`src/rtl/exec_unit.sv`:
```
// exec_unit: multi-cycle RV32I-style OP/OP-IMM execute unit with a private register file.
// Flow: IDLE (accept) -> READ (operands, legality) -> EXEC (ALU, writeback) -> DONE (report).
module exec_unit #(
  parameter int unsigned WIDTH = 32,
  parameter int unsigned NREGS = 32
) (
  input  logic             clk,
  input  logic             reset,
  input  logic             in_valid,
  output logic             in_ready,
  input  logic [6:0]       opcode,
  input  logic [2:0]       funct3,
  input  logic             funct7b5,
  input  logic [4:0]       rd,
  input  logic [4:0]       rs1,
  input  logic [4:0]       rs2,
  input  logic [11:0]      imm12,
  output logic             out_valid,
  input  logic             out_ready,
  output logic [WIDTH-1:0] out_data,
  output logic [4:0]       out_rd,
  output logic             illegal,
  output logic [7:0]       led
);

  localparam int unsigned AW = $clog2(NREGS);
  localparam int unsigned SW = $clog2(WIDTH);
  localparam logic [6:0] OPC_OP  = 7'b0110011;
  localparam logic [6:0] OPC_IMM = 7'b0010011;

  typedef enum logic [1:0] {S_IDLE, S_READ, S_EXEC, S_DONE} state_t;

  state_t           state, state_next;
  logic [6:0]       opc_q;
  logic [2:0]       f3_q;
  logic             f7_q;
  logic [4:0]       rd_q, rs1_q, rs2_q;
  logic [11:0]      imm_q;
  logic [WIDTH-1:0] op_a, op_b;
  logic             ill_q;
  logic [WIDTH-1:0] rf [NREGS];

  logic             is_op_c, is_imm_c, ill_c;
  logic [WIDTH-1:0] rd_a_c, rd_b_c, alu_c;
  logic [SW-1:0]    shamt_c;

  // State register
  always_ff @(posedge clk) begin
    if (reset) state <= S_IDLE;
    else       state <= state_next;
  end

  // Next-state logic
  always_comb begin
    state_next = state;
    case (state)
      S_IDLE:  if (in_valid) state_next = S_READ;
      S_READ:  state_next = S_EXEC;
      S_EXEC:  state_next = S_DONE;
      S_DONE:  if (out_ready) state_next = S_IDLE;
      default: state_next = S_IDLE;
    endcase
  end

  // Operand read with hardwired x0, plus legality decode of the latched instruction
  always_comb begin
    is_op_c  = (opc_q == OPC_OP);
    is_imm_c = (opc_q == OPC_IMM);
    rd_a_c   = (rs1_q == 5'd0) ? '0 : rf[rs1_q[AW-1:0]];
    rd_b_c   = (rs2_q == 5'd0) ? '0 : rf[rs2_q[AW-1:0]];
    ill_c    = 1'b0;
    if (!is_op_c && !is_imm_c) ill_c = 1'b1;
    if (is_op_c && f7_q && (f3_q != 3'b000) && (f3_q != 3'b101)) ill_c = 1'b1;
    if (is_imm_c && f7_q && (f3_q == 3'b001)) ill_c = 1'b1;
    if ((32'(rd_q) >= NREGS) || (32'(rs1_q) >= NREGS)) ill_c = 1'b1;
    if (is_op_c && (32'(rs2_q) >= NREGS)) ill_c = 1'b1;
  end

  // ALU on the latched operands
  always_comb begin
    shamt_c = op_b[SW-1:0];
    alu_c   = '0;
    case (f3_q)
      3'b000:  alu_c = (is_op_c && f7_q) ? (op_a - op_b) : (op_a + op_b);
      3'b001:  alu_c = op_a << shamt_c;
      3'b010:  alu_c = WIDTH'($signed(op_a) < $signed(op_b));
      3'b011:  alu_c = WIDTH'(op_a < op_b);
      3'b100:  alu_c = op_a ^ op_b;
      3'b101:  alu_c = f7_q ? WIDTH'($signed(op_a) >>> shamt_c) : (op_a >> shamt_c);
      3'b110:  alu_c = op_a | op_b;
      default: alu_c = op_a & op_b;
    endcase
  end

  // Datapath, register file and registered outputs
  always_ff @(posedge clk) begin
    if (reset) begin
      in_ready  <= 1'b1;
      out_valid <= 1'b0;
      out_data  <= '0;
      out_rd    <= '0;
      illegal   <= 1'b0;
      led       <= '0;
      opc_q     <= '0;
      f3_q      <= '0;
      f7_q      <= 1'b0;
      rd_q      <= '0;
      rs1_q     <= '0;
      rs2_q     <= '0;
      imm_q     <= '0;
      op_a      <= '0;
      op_b      <= '0;
      ill_q     <= 1'b0;
      for (int i = 0; i < int'(NREGS); i++) rf[i] <= '0;
    end else begin
      in_ready  <= (state_next == S_IDLE);
      out_valid <= (state_next == S_DONE);
      case (state)
        S_IDLE: begin
          if (in_valid) begin
            opc_q <= opcode;
            f3_q  <= funct3;
            f7_q  <= funct7b5;
            rd_q  <= rd;
            rs1_q <= rs1;
            rs2_q <= rs2;
            imm_q <= imm12;
          end
        end
        S_READ: begin
          op_a  <= rd_a_c;
          op_b  <= is_op_c ? rd_b_c : WIDTH'($signed(imm_q));
          ill_q <= ill_c;
        end
        S_EXEC: begin
          out_data <= ill_q ? '0 : alu_c;
          led      <= ill_q ? 8'd0 : alu_c[7:0];
          out_rd   <= rd_q;
          illegal  <= ill_q;
          if (!ill_q && (rd_q != 5'd0)) rf[rd_q[AW-1:0]] <= alu_c;
        end
        default: ;
      endcase
    end
  end

endmodule

```
`config.mk`:
```
export PLATFORM = sky130hd
export DESIGN_NAME = exec_unit
export DESIGN_NICKNAME = d
export VERILOG_FILES = /design/src/rtl/exec_unit.sv
export SDC_FILE = /design/constraint.sdc
export NUM_CORES = 2
export LEC_CHECK = 0
export ABC_CLOCK_PERIOD_IN_PS = 8450
export CORE_MARGIN = 2
export CORE_UTILIZATION = 42
export DETAILED_ROUTE_END_ITERATION = 6
export DONT_BUFFER_PORTS = 1
export PLACE_DENSITY_LB_ADDON = 0.12
export SLEW_MARGIN = 20
export SYNTH_ARGS = -nofsm -noshare
export SYNTH_HDL_FRONTEND = slang
export SYNTH_SLANG_ARGS = --single-unit
```
`constraint.sdc`:
```
create_clock -name clk -period 8.45 [get_ports clk]
set_input_delay 1.69 -clock clk [delete_from_list [all_inputs] [get_ports clk]]
set_output_delay 1.69 -clock clk [all_outputs]
set_load 0.02 [all_outputs]
```
==> flow_summary.json <==
{
  "seq_area_frac_synth_pct": 50.9,
  "powerDensity_mw_per_mm2": 215,
  "rsz0062_at_grt": "false",
  "grt_max_degree": 179,
  "path_cells": "clkinv_1, fa_1, nor2b_1, o311ai_4, a2111oi_4, o31ai_2, o211ai_2, a41o_1, o21a_1, o21ai_4, a21oi_1",
  "cpPeakStageDelay_ns": 0.82,
  "nets": 5019,
  "crit_path_start_kind": "flip-flop",
  "die_h_um": 402,
  "first_global_vias": 44700,
  "clock_latency_ns": 0.82,
  "synth_area_per_cell_sq_um": 13.0,
  "arrival_ns": 5.55,
  "cts-hold-fix-buffers": 0,
  "io_pins": 90,
  "routed_wl_mm": 259,
  "violations": "design-rule violations",
  "drv_cap": 0,
  "vias_per_cell": 6.70,
  "layout.cells.non_filler": 7049,
  "timing.rr.start": "op_b[1]$_SDFFE_PP0N_",
  "hp-class": "flip-flop to flip-flop",
  "drtIter0Drc": 6828,
  "drc": 1,
  "initial_core_util_pct": 42.4,
  "status": "complete, but fails checks",
  "die-area_sq_mm": 0.161,
  "min_period_ns": 5.07,
  "wl_per_cell_um": 36.8,
  "syn_inst": 5110,
  "post_cts_resized": 0,
  "cts.clk_slew.worst_paths_ns": 0.06,
  "vias": 47200,
  "antenna_found_initial": 22,
  "post-cts-setup-buffer-count": 0,
  "cts_tree": "yes",
  "clock-root-buffer": "clkbuf_16",
  "crit_type": "flip-flop to flip-flop",
  "tightest_slew_ns": 1.17,
  "fin_crit_sh_pct": 60.0,
  "antenna_left": 0,
  "cts.sink_count": 1179,
  "synth_edf_count": 1024,
  "cp_max_fo": 31,
  "yosysWarnings": 0,
  "finalMaxSlewViolations": 0,
  "async_flop_share_pct": 0,
  "firstDrtPassIters": 7,
  "synth_cell_type_count": 91,
  "cp-endpoint": "rf[17][28]$_SDFFCE_PN0P_",
  "cp_slowest_cell": "o21ai_4",
  "cts_buffers": 138,
  "synth_area_leader_cell": "edfxtp_1",
  "synth_area_leaders": "edfxtp_1 46%, mux4_2 24%, nor2_1 6.3%, dfxtp_1 4.7%, a21oi_1 2.3%",
  "grt.total_usage_pct": 31.8,
  "port_buffers": 0,
  "gp_congestion": 0.995,
  "ff2ff_path_depth": 11,
  "clk_path_buf_depth": 3,
  "regToRegSetupSlack_ns": 3.38,
  "yosysTopAreaCellShare_pct": 46.3,
  "ir_worst_vdd_mv": 0.191,
  "fmax_mhz": 197,
  "finalSetupViolations": 0,
  "required_ns": 8.93,
  "fin_skew_ns": 0.0547,
  "r2r-end": "rf[17][28]$_SDFFCE_PN0P_",
  "area_delta_synth_final_pct": 9.71,
  "drive_gt1_share_pct": 24.8,
  "end_kind": "flip-flop",
  "power_leakage_nw": 23.4,
  "core-area_sq_mm": 0.157,
  "ys_ff_latch": 1179,
  "place_inst": 6795,
  "fin_setup_tns_ns": 0,
  "grt_overflow": 0,
  "synth_area_sq_mm": 0.0664,
  "die_x_um": 402,
  "cts-htree-levels": 4,
  "finalHoldViolCount": 0,
  "rows": 145,
  "grt_pass1_wl_mm": 361,
  "synthFlopType": "edfxtp_1",
  "relSlewSlack_pct": 22.3,
  "hpwl_mm": 173,
  "p_total_w": 0.0157,
  "fill_cells": 14100,
  "startpoint": "op_b[1]$_SDFFE_PP0N_"
}
## layer usage
layer	up-vias	share of wire (%)	global-route usage (%)
li1	19000	-	-
met5	-	0.029	0
met3	397	10	7.07
met2	2661	46	49.1
met1	25200	40	44.8
met4	10	3.6	10.1
## synthesized netlist by cell type (all sizes together), types with 16 or more instances
cell,count
edfxtp,1024
nand2,277
nor3,33
mux2i,93
nor2,1140
xnor2,21
a21oi,308
nor2b,17
a22oi,16
mux4,699
ha,97
o221ai,16
inv,97
a221oi,18
dfxtp,155
buf,243
mux2,42
a22o,24
nand2b,40
o211ai,29
nand3,21
clkbuf,291
o21ai,129
a31oi,16
a211oi,59
## how the worst min path moves through the flow
stage | start | end | cells past startpoint
floorplan | opc_q[4]$_SDFFE_PP0P_ | opc_q[4]$_SDFFE_PP0P_ | 2
global placement | opc_q[4]$_SDFFE_PP0P_ | opc_q[4]$_SDFFE_PP0P_ | 2
detailed placement | opc_q[0]$_SDFFE_PP0P_ | opc_q[0]$_SDFFE_PP0P_ | 2
CTS | opc_q[0]$_SDFFE_PP0P_ | opc_q[0]$_SDFFE_PP0P_ | 2
global route | opc_q[2]$_SDFFE_PP0P_ | opc_q[2]$_SDFFE_PP0P_ | 2
finish | opc_q[0]$_SDFFE_PP0P_ | opc_q[0]$_SDFFE_PP0P_ | 2
## cell type report
type / instances / area, sq um / area share (%)
inverter: 100 / 375 / 0.515
multi-input combinational: 3328 / 30500 / 41.8
tap: 2058 / 2570 / 3.53
antenna: 3 / 7.51 / 0.0103
clock inverter: 64 / 612 / 0.839
sequential: 1179 / 33900 / 46.5
timing repair buffer: 131 / 1100 / 1.51
clock buffer: 186 / 3820 / 5.24
## stage by stage
step           worst slack [ns]  hold WS, ns  utilization (%)  cell area [sq um]
6_report                   3.38        0.453             46.5              72900
5_1_grt                    3.18        0.481             46.5              72900
4_1_cts                    3.50        0.449             46.5              72900
3_5_place_dp               3.11        0.440             43.7              68400
3_3_place_gp               3.19        0.437             43.6              68400
2_1_floorplan              4.36        0.432                -              66600
## power by group
group          internal [W]  leakage [nW]  switching, W  total [W]
logic              0.000999          9.40       0.00195    0.00295
clock network       0.00340          2.15       0.00256    0.00597
registers           0.00654          11.8      0.000236    0.00678
## critical path: cells and delay by family (launching register included)
kind | cells | cell delay [ns]
buffers and inverters | 1 | 0.45
and+or+nand+nor | 1 | 0.19
AOI/OAI and AO/OA | 8 | 2.90
DFF | 1 | 0.60
adders and majority gates | 1 | 0.56
## placed cells by master, fill, tap and decap left out, types with 24 or more instances in the layout
cell type / Yosys / routed
clkbuf_16: 0 / 143
clkinv_1: 3 / 32
clkbuf_1: 291 / 35
nand2_1: 277 / 245
nor2_2: 31 / 33
edfxtp_1: 1024 / 1024
nor2_1: 1109 / 1107
o211ai_1: 28 / 28
buf_4: 27 / 122
a22o_1: 24 / 24
ha_1: 97 / 97
conb_1: 1 / 32
mux2_2: 42 / 42
o21ai_0: 105 / 103
nor3_1: 32 / 30
nand2_2: 0 / 30
a21oi_1: 301 / 295
inv_1: 95 / 94
mux4_2: 699 / 699
mux2i_1: 93 / 93
a211oi_1: 58 / 58
dfxtp_1: 155 / 140
## logic make-up (layout without fill, tap and decap cells)
| group | count (synthesis) | after routing | share of synthesized area, % |
|---|---|---|---|
| compound gates | 746 | 746 | 7.19 |
| mux | 834 | 834 | 25.8 |
| simple gates | 1593 | 1593 | 9.75 |
| other cells | 1 | 35 | 0.00564 |
| fa+ha+maj | 99 | 99 | 1.89 |
| buf+inv | 634 | 481 | 4.09 |
| flops | 1179 | 1179 | 50.9 |
| xor+xnor | 24 | 24 | 0.316 |
## sequential cells by signal (all words and copies together), names as in the netlist, named ones only
register and cells:
imm_q 12, ill_q 1, out_data 32, out_valid 1, rs1_q 5, rd_q 5, f3_q 3, f7_q 1
rf 1024, out_rd 5, opc_q 7, op_b 32, illegal 1, in_ready 1, op_a 32, rs2_q 5
state 2
Power figures use the tool's default switching activity.
